===== config.mk =====
export PLATFORM = sky130hd
export DESIGN_NAME = strassen_seq
export DESIGN_NICKNAME = d
export VERILOG_FILES = /design/src/rtl/strassen_seq.sv
export SDC_FILE = /design/constraint.sdc
export NUM_CORES = 2
export LEC_CHECK = 0
export ABC_AREA = 1
export CAP_MARGIN = 20
export CORE_MARGIN = 3
export CORE_UTILIZATION = 62
export DETAILED_ROUTE_END_ITERATION = 12
export PLACE_DENSITY = 0.88
export SYNTH_ARGS = -nofsm -noshare
export SYNTH_HDL_FRONTEND = slang
export SYNTH_SLANG_ARGS = --single-unit

===== constraint.sdc =====
create_clock -name clk -period 12.5 [get_ports clk]
set_input_delay 1.25 -clock clk [delete_from_list [all_inputs] [get_ports clk]]
set_output_delay 1.25 -clock clk [all_outputs]
set_load 0.01 [all_outputs]

===== src/rtl/strassen_seq.sv =====
// strassen_seq: time-multiplexed 2x2 Strassen matrix multiply.
// One shared signed multiplier computes the seven Strassen products M1..M7,
// one per cycle, and each product is folded into the four result
// accumulators as soon as it is available.
//
// Optional build macro: STRASSEN_SEQ_PIPE_EN
//   defined   - registers the multiplier output; a DRAIN state folds in M7,
//               giving an 8-cycle accept-to-result latency.
//   undefined - multiplier feeds the accumulators combinationally,
//               giving a 7-cycle latency.
//
// Handshakes: a transfer happens on a rising edge where valid && ready.
// The source may hold in_valid as long as it likes; operands are taken
// only on the accept edge. The result stays on C* with out_valid high
// until the sink returns out_ready.
module strassen_seq #(
  parameter int WIDTH = 16
) (
  input  logic               clk,
  input  logic               rst,
  input  logic               in_valid,
  output logic               in_ready,
  input  logic [WIDTH-1:0]   A11,
  input  logic [WIDTH-1:0]   A12,
  input  logic [WIDTH-1:0]   A21,
  input  logic [WIDTH-1:0]   A22,
  input  logic [WIDTH-1:0]   B11,
  input  logic [WIDTH-1:0]   B12,
  input  logic [WIDTH-1:0]   B21,
  input  logic [WIDTH-1:0]   B22,
  output logic               out_valid,
  input  logic               out_ready,
  output logic [2*WIDTH-1:0] C11,
  output logic [2*WIDTH-1:0] C12,
  output logic [2*WIDTH-1:0] C21,
  output logic [2*WIDTH-1:0] C22,
  output logic               busy,
  output logic [1:0]         dbg_state
);

  localparam int PW = WIDTH + 2;   // pre-add term width (signed)
  localparam int AW = 2 * WIDTH;   // accumulator / result width

  localparam logic [1:0] IDLE  = 2'd0;
  localparam logic [1:0] MUL   = 2'd1;
  localparam logic [1:0] DRAIN = 2'd2;
  localparam logic [1:0] DONE  = 2'd3;

  logic [1:0]       state;
  logic [2:0]       step;
  logic             accept;

  logic [WIDTH-1:0] a11_q, a12_q, a21_q, a22_q;
  logic [WIDTH-1:0] b11_q, b12_q, b21_q, b22_q;
  logic [AW-1:0]    c11_q, c12_q, c21_q, c22_q;

  logic signed [PW-1:0] s1, s2, s3, s4, s5, s6, s8, s9, s10, s11;
  logic signed [PW-1:0] mul_a, mul_b;
  logic signed [AW-1:0] mul_a_x, mul_b_x;
  logic [AW-1:0]        prod;

  logic                 acc_en;
  logic [2:0]           acc_step;
  logic [AW-1:0]        acc_val;

  // Zero-extend an unsigned element into the signed pre-add width.
  function automatic logic signed [PW-1:0] ext(input logic [WIDTH-1:0] v);
    return $signed({2'b00, v});
  endfunction

  // in_ready decodes the registered state only, so it has no path from
  // in_valid or out_ready.
  assign in_ready  = (state == IDLE);
  assign accept    = in_valid && in_ready;
  assign busy      = (state == MUL) || (state == DRAIN);
  assign dbg_state = state;

  assign C11 = c11_q;
  assign C12 = c12_q;
  assign C21 = c21_q;
  assign C22 = c22_q;

  // Pre-add/sub terms from the latched operands; differences may be negative.
  assign s1  = ext(a11_q) + ext(a22_q);
  assign s2  = ext(b11_q) + ext(b22_q);
  assign s3  = ext(a21_q) + ext(a22_q);
  assign s4  = ext(b12_q) - ext(b22_q);
  assign s5  = ext(b21_q) - ext(b11_q);
  assign s6  = ext(a11_q) + ext(a12_q);
  assign s8  = ext(a21_q) - ext(a11_q);
  assign s9  = ext(b11_q) + ext(b12_q);
  assign s10 = ext(a12_q) - ext(a22_q);
  assign s11 = ext(b21_q) + ext(b22_q);

  // Multiplier operand select for the step being issued.
  always_comb begin
    mul_a = '0;
    mul_b = '0;
    case (step)
      3'd0: begin mul_a = s1;         mul_b = s2;         end
      3'd1: begin mul_a = s3;         mul_b = ext(b11_q); end
      3'd2: begin mul_a = ext(a11_q); mul_b = s4;         end
      3'd3: begin mul_a = ext(a22_q); mul_b = s5;         end
      3'd4: begin mul_a = s6;         mul_b = ext(b22_q); end
      3'd5: begin mul_a = s8;         mul_b = s9;         end
      3'd6: begin mul_a = s10;        mul_b = s11;        end
      default: begin mul_a = '0;      mul_b = '0;         end
    endcase
  end

  // Sign-extending to the result width keeps the low AW product bits exact,
  // which is all the modulo-2^AW accumulation needs.
  assign mul_a_x = {{(AW-PW){mul_a[PW-1]}}, mul_a};
  assign mul_b_x = {{(AW-PW){mul_b[PW-1]}}, mul_b};
  assign prod    = mul_a_x * mul_b_x;

`ifdef STRASSEN_SEQ_PIPE_EN
  logic [AW-1:0] prod_q;
  logic [2:0]    pstep_q;
  logic          pvld_q;

  // Product pipeline register: carries the product and the step it belongs to.
  always_ff @(posedge clk) begin
    if (rst) begin
      prod_q  <= '0;
      pstep_q <= '0;
      pvld_q  <= 1'b0;
    end else begin
      prod_q  <= prod;
      pstep_q <= step;
      pvld_q  <= (state == MUL);
    end
  end

  assign acc_en   = pvld_q;
  assign acc_step = pstep_q;
  assign acc_val  = prod_q;
`else
  assign acc_en   = (state == MUL);
  assign acc_step = step;
  assign acc_val  = prod;
`endif

  // Control FSM: accept, seven issue steps, optional drain, result hold.
  always_ff @(posedge clk) begin
    if (rst) begin
      state     <= IDLE;
      step      <= '0;
      out_valid <= 1'b0;
    end else begin
      case (state)
        IDLE: begin
          if (accept) begin
            state <= MUL;
            step  <= '0;
          end
        end
        MUL: begin
          if (step == 3'd6) begin
            step <= '0;
`ifdef STRASSEN_SEQ_PIPE_EN
            state <= DRAIN;
`else
            state     <= DONE;
            out_valid <= 1'b1;
`endif
          end else begin
            step <= step + 3'd1;
          end
        end
`ifdef STRASSEN_SEQ_PIPE_EN
        DRAIN: begin
          state     <= DONE;
          out_valid <= 1'b1;
        end
`endif
        DONE: begin
          if (out_valid && out_ready) begin
            out_valid <= 1'b0;
            state     <= IDLE;
          end
        end
        default: begin
          state     <= IDLE;
          step      <= '0;
          out_valid <= 1'b0;
        end
      endcase
    end
  end

  // Operand latch: captured on the accept edge only.
  always_ff @(posedge clk) begin
    if (rst) begin
      a11_q <= '0; a12_q <= '0; a21_q <= '0; a22_q <= '0;
      b11_q <= '0; b12_q <= '0; b21_q <= '0; b22_q <= '0;
    end else if (accept) begin
      a11_q <= A11; a12_q <= A12; a21_q <= A21; a22_q <= A22;
      b11_q <= B11; b12_q <= B12; b21_q <= B21; b22_q <= B22;
    end
  end

  // Accumulators: cleared on accept, then each product is added/subtracted
  // into the sub-blocks that use it.
  always_ff @(posedge clk) begin
    if (rst || accept) begin
      c11_q <= '0;
      c12_q <= '0;
      c21_q <= '0;
      c22_q <= '0;
    end else if (acc_en) begin
      case (acc_step)
        3'd0: begin c11_q <= c11_q + acc_val; c22_q <= c22_q + acc_val; end
        3'd1: begin c21_q <= c21_q + acc_val; c22_q <= c22_q - acc_val; end
        3'd2: begin c12_q <= c12_q + acc_val; c22_q <= c22_q + acc_val; end
        3'd3: begin c11_q <= c11_q + acc_val; c21_q <= c21_q + acc_val; end
        3'd4: begin c11_q <= c11_q - acc_val; c12_q <= c12_q + acc_val; end
        3'd5: begin c22_q <= c22_q + acc_val; end
        3'd6: begin c11_q <= c11_q + acc_val; end
        default: begin end
      endcase
    end
  end

endmodule

[Yosys cells after proc, flatten, opt, wreduce, memory -nomap -nowiden]
Cells that the tools add are included.
Storage, ports and cells
  register bits: 262
  latch bits: 0
  RAM bits: 0
  ROM bits: 0
  input port bits: 132
  output and inout bits: 133
  memories kept: 0
Cells by class
  add/subtract/negate cells: 17
  multiply operators: 1
  divide/modulo/power cells: 0
  $lt $le $gt $ge: 0
  equality and inequality tests: 12
  shifts and indexed selects: 0
  muxes and demuxes: 14
  bitwise logic cells: 2
  reductions and logical operators: 19
Operators by type and width (count)
  case mux 18 bit (7 select lines): 2
  adder 32 bit: 4
  case mux 32 bit (2 select lines): 2
  adder 16 x 16 -> 17 bit: 6
  subtractor 16 x 16 -> 17 bit: 4
  subtractor 32 bit: 2
  multiplier 18 x 18 -> 32 bit: 1
  AND reduction 2 bit: 5
  equality test 3 bit (second input constant): 3
  case mux 3 bit (3 select lines): 1
  equality test 3 x 2 -> 1 bit (second input constant): 2
  2-to-1 mux 2 bit: 3
  2-to-1 mux 3 bit: 2
  case mux 2 bit (3 select lines): 1
  AND reduction 3 bit: 2
  OR reduction 3 bit: 2
  equality test 2 bit (second input constant): 2
  != test 2 x 1 -> 1 bit (second input constant): 2
  nonzero test 2 bit: 2
  OR reduction 2 bit: 2
  adder 3 x 1 -> 3 bit (second input constant): 1
  equality test 3 x 1 -> 1 bit (second input constant): 1
  zero test 3 bit: 1
  case mux 1 bit (3 select lines): 1
  other kinds (7): 11

[Logic depth before layout (Yosys ltp)]
  depth after elaboration: 5
  depth in mapped cells: 64
  gate-level depth less buffers: 60

[Worst setup path before layout]
OpenSTA, ideal clock, no wires.
  path kind: flip-flop to flip-flop
  start point: reg step[0], in the netlist acc_step[0]
  end point: reg c11_q[29], in the netlist C11[29]
  library setup time: 115 ps
  arrival: 9929 ps
  required time: 12385 ps
  setup slack: 2456 ps
  cell stages (with the launch flop): 54
  cells stage by stage: dfxtp_1 -> buf_4 -> nor2_2 -> nand2_1 -> clkbuf_1 -> inv_1 -> clkbuf_1 -> clkbuf_1 -> o21ai_0 -> ha_1 -> nand2_1 -> nor2_1 -> nand3_1 -> nand2_1 -> inv_1 -> nor2_1 -> a21oi_1 -> or2_2 -> (+18 left out) -> o21ai_1 -> xor2_1 -> nor2_1 -> nand4_1 -> nor2_1 -> nand3_1 -> o21ai_0 -> o21ai_0 -> o21ai_0 -> ha_1 -> a21oi_1 -> inv_1 -> a31oi_1 -> a21boi_0 -> o21ai_0 -> xor2_1 -> o21ai_0 -> inv_1
Between the ends
  cells in the longest elaborated chain, start to end: 5
  elaborated cells on any way between the ends: 16
RTL lines
  from (decl): RTL line 50  | logic [2:0] step;
  from (signal assigned): RTL line 168  | step <= step + 3'd1;
  equality test 3 bit, or another cell as far along: RTL line 99, 212
  case mux 18 bit (7 select lines): RTL line 99  | case (step)
  multiplier 18 x 18 -> 32 bit: RTL line 115  | assign prod = mul_a_x * mul_b_x;
  adder 32 bit / subtractor 32 bit (equally long branches)
  case mux 32 bit (2 select lines): RTL line 212  | case (acc_step)
  to (signal assigned): RTL line 213  | 3'd0: begin c11_q <= c11_q + acc_val; c22_q <= c22_q + acc_val; end
  to (signal assigned): RTL line 216  | 3'd3: begin c11_q <= c11_q + acc_val; c21_q <= c21_q + acc_val; end
  to (signal assigned): RTL line 219  | 3'd6: begin c11_q <= c11_q + acc_val; end
  to (decl): RTL line 55  | logic [AW-1:0] c11_q, c12_q, c21_q, c22_q;
Parallel ways exist; a longest one is shown, timed or not.
A chain may end at the register's enable or synchronous reset.

[Final worst setup path]
  start point: reg step[1], in the netlist acc_step[1]
  end point: reg c11_q[29], in the netlist C11[29]
The elaborated chain is that of the path after synthesis.

==> flow_summary_export.csv <==
group,metric,value,unit
outcome,status,"finished clean",
critical_path,worstSetupEndpointType,"flop",
synthesis,synthArstFlopShare,0,
synthesis,ys_seq_area_frac,0.150,
detailed_routing,wl_per_cell,19.0,um
synthesis,avgSynthCellArea,6.78,um2
global_routing,grt_pass1_vias,34600,
sta,setup_violations,0,
sta,finalHoldViolations,0,
detailed_routing,wirelength,117000,um
place,place_congestion,1.04,
clock_network,numCtsBuffers,31,
clock_network,cts_tree,"yes",
hold_path,hp-start,"out_valid",
die,dieArea,0.0591,mm2
clock_network,insertion_delay,620,ps
synthesis,syn_nets,5929,
finish,final_cell_area,0.0395,mm2
critical_path,crit_arrival,12210,ps
finish,post-route-util,0.713,
critical_path,critical_path.max_fanout,31,
global_routing,grt_pass1_wl,184000,um
critical_path,slowest_delay,600,ps
synthesis,synthCells,5145,
clock_network,clk_pin_slew_worst_paths,70,ps
clock_network,cts.path.max_buffers,3,
global_routing,antenna_found_initial,3,
finish,fin_nets,6147,
die,die_h,243,um
die,die_w,243,um
detailed_routing,vias,35600,
sta,maxSlewHeadroom,0.362,
die,rows,86,
detailed_routing,drc,0,
sta,fmax,85.3,MHz
place,placed_area,0.0385,mm2
synthesis,yosysMostFrequentCell,"nand2_1",
hold_path,hp-class,"flop to flop",
finish,syn2layout_area_growth,13.3,%
sta,rsz0062_at_grt,"false",
clock_network,clk_root_buffer_cell,"clkbuf_16",
global_routing,grt_max_degree,110,
place,io_buffers,264,
die,fp.coreArea,0.0554,mm2
critical_path,r2r-start,"acc_step[1]",
clock_network,post_cts_buffers,0,
synthesis,synth_area_leaders,"fa_1 (18%), dfxtp_1 (15%), ha_1 (12%)",
critical_path,cpMaxStageDelayCell,"nor3_2",
detailed_routing,ant_nets,0,
clock_network,htreeDepth,1,
detailed_routing,first_iter_violations,3428,
critical_path,start_kind,"flop",
detailed_routing,drt-pass1-iter-count,8,
synthesis,synth.distinct_cells,63,
critical_path,cpMostUsedCell,"inv_1",
synthesis,synth-seq-cells,262,
sta,period_needed,11720,ps
synthesis,synth_flop_cell,"dfxtp_1",
clock_network,cts_resized,0,
place,dp_hpwl,94400,um
global_routing,grt_overflow_total,0,
synthesis,synth.largest_area_cell,"fa_1",
clock_network,cts_num_sinks,262,
sta,setup_tns,0,ps
die,initial_core_util,0.629,
synthesis,netlist_area,0.0349,mm2
job,drv_cap,0,
sta,clock_skew,34.0,ps
synthesis,synth-edff-count,0,
critical_path,crit_start,"acc_step[1]",
finish,drive_gt1_frac,0.0360,
sta,fin_hold_ws,481,ps
critical_path,critPathKind,"flop to flop",
die,ioPinCount,265,
synthesis,synth_top_area_share,0.177,
global_routing,grt_usage,0.390,
clock_network,cts_hold_buf,0,
detailed_routing,avgViaCountPerCell,5.80,
critical_path,cp.required,12980,ps
finish,fillers,4635,
synthesis,synth_warnings,0,
sta,finalCritPeriodShare,0.938,
synthesis,synth_common_cells,"nand2_1 (1007), inv_1 (913), nor2_1 (591)",
sta,worst_slew_pin_slew,954,ps
sta,final-max-slew-violation-count,0,
==> state kept, by name, summed over array words and instances, names as in the netlist, 32 cells and up <==
name and flops:
C12 32, C11 32, C22 32, C21 32
==> path summary, 6_finish.rpt <==
kind                            slack (ps)         to  cells past startpoint
worst max-delay path                   780    C11[29]                     54
worst min-delay path                   480  out_valid                      2
worst max register to register         780    C11[29]                     54
worst min register to register         480  out_valid                      2
==> critical path: cells and delay by family (launching register included) <==
kind                     cells  cell delay [ps]
AO/OA/AOI/OAI               10             1960
XOR/XNOR                     2              510
adder cells (fa/ha/maj)      9             3510
buffers and inverters       12             1480
flip-flops                   1              410
AND/OR/NAND/NOR             21             3710
==> area by class of cell <==
type,instances,area [um2],share of cell area
clock buffer,42,857,0.0217
timing repair buffer,334,3180,0.0805
sequential,262,5250,0.133
inverter,927,3480,0.0880
clock inverter,15,163,0.00411
antenna,2,5.00,0.000127
tap,748,936,0.0237
multi-input combinational,3807,25700,0.649
==> cells in the final DEF, fill, tap and decap left out, types with 115 or more instances in the layout <==
master,n
dfxtp_1,262
o21ai_0,443
ha_1,344
xor2_1,115
clkdlybuf4s50_1,264
a21oi_1,392
nand2_1,1006
inv_1,912
nor2_1,590
nand3_1,193
fa_1,308
==> routing by layer <==
layer	vias to the layer above	GRT usage	part of all wire
met2	1829	0.612	0.44
li1	16800	-	-
met3	394	0.0873	0.11
met1	16500	0.518	0.40
met5	-	0	0
met4	0	0.165	0.049
==> through the flow <==
stage,cells,setup WS (ps)
after floorplan,5145,2460
after CTS,6134,964
after global routing,6137,14.0
final,6137,775
after global placement,6077,1170
after detailed placement,6077,1050
==> cells by family after synthesis <==
| logic type | after synthesis | synth area share |
|---|---|---|
| and+or+nand+nor | 1926 | 0.224 |
| buffers and inverters | 1076 | 0.116 |
| AOI/OAI and AO/OA | 1061 | 0.167 |
| adders and majority gates | 652 | 0.300 |
| DFF | 262 | 0.150 |
| xor gates and xnor gates | 168 | 0.0422 |
Power is not shown: default switching activity piles up to over one toggle a cycle in this logic, so the estimate is an artifact.
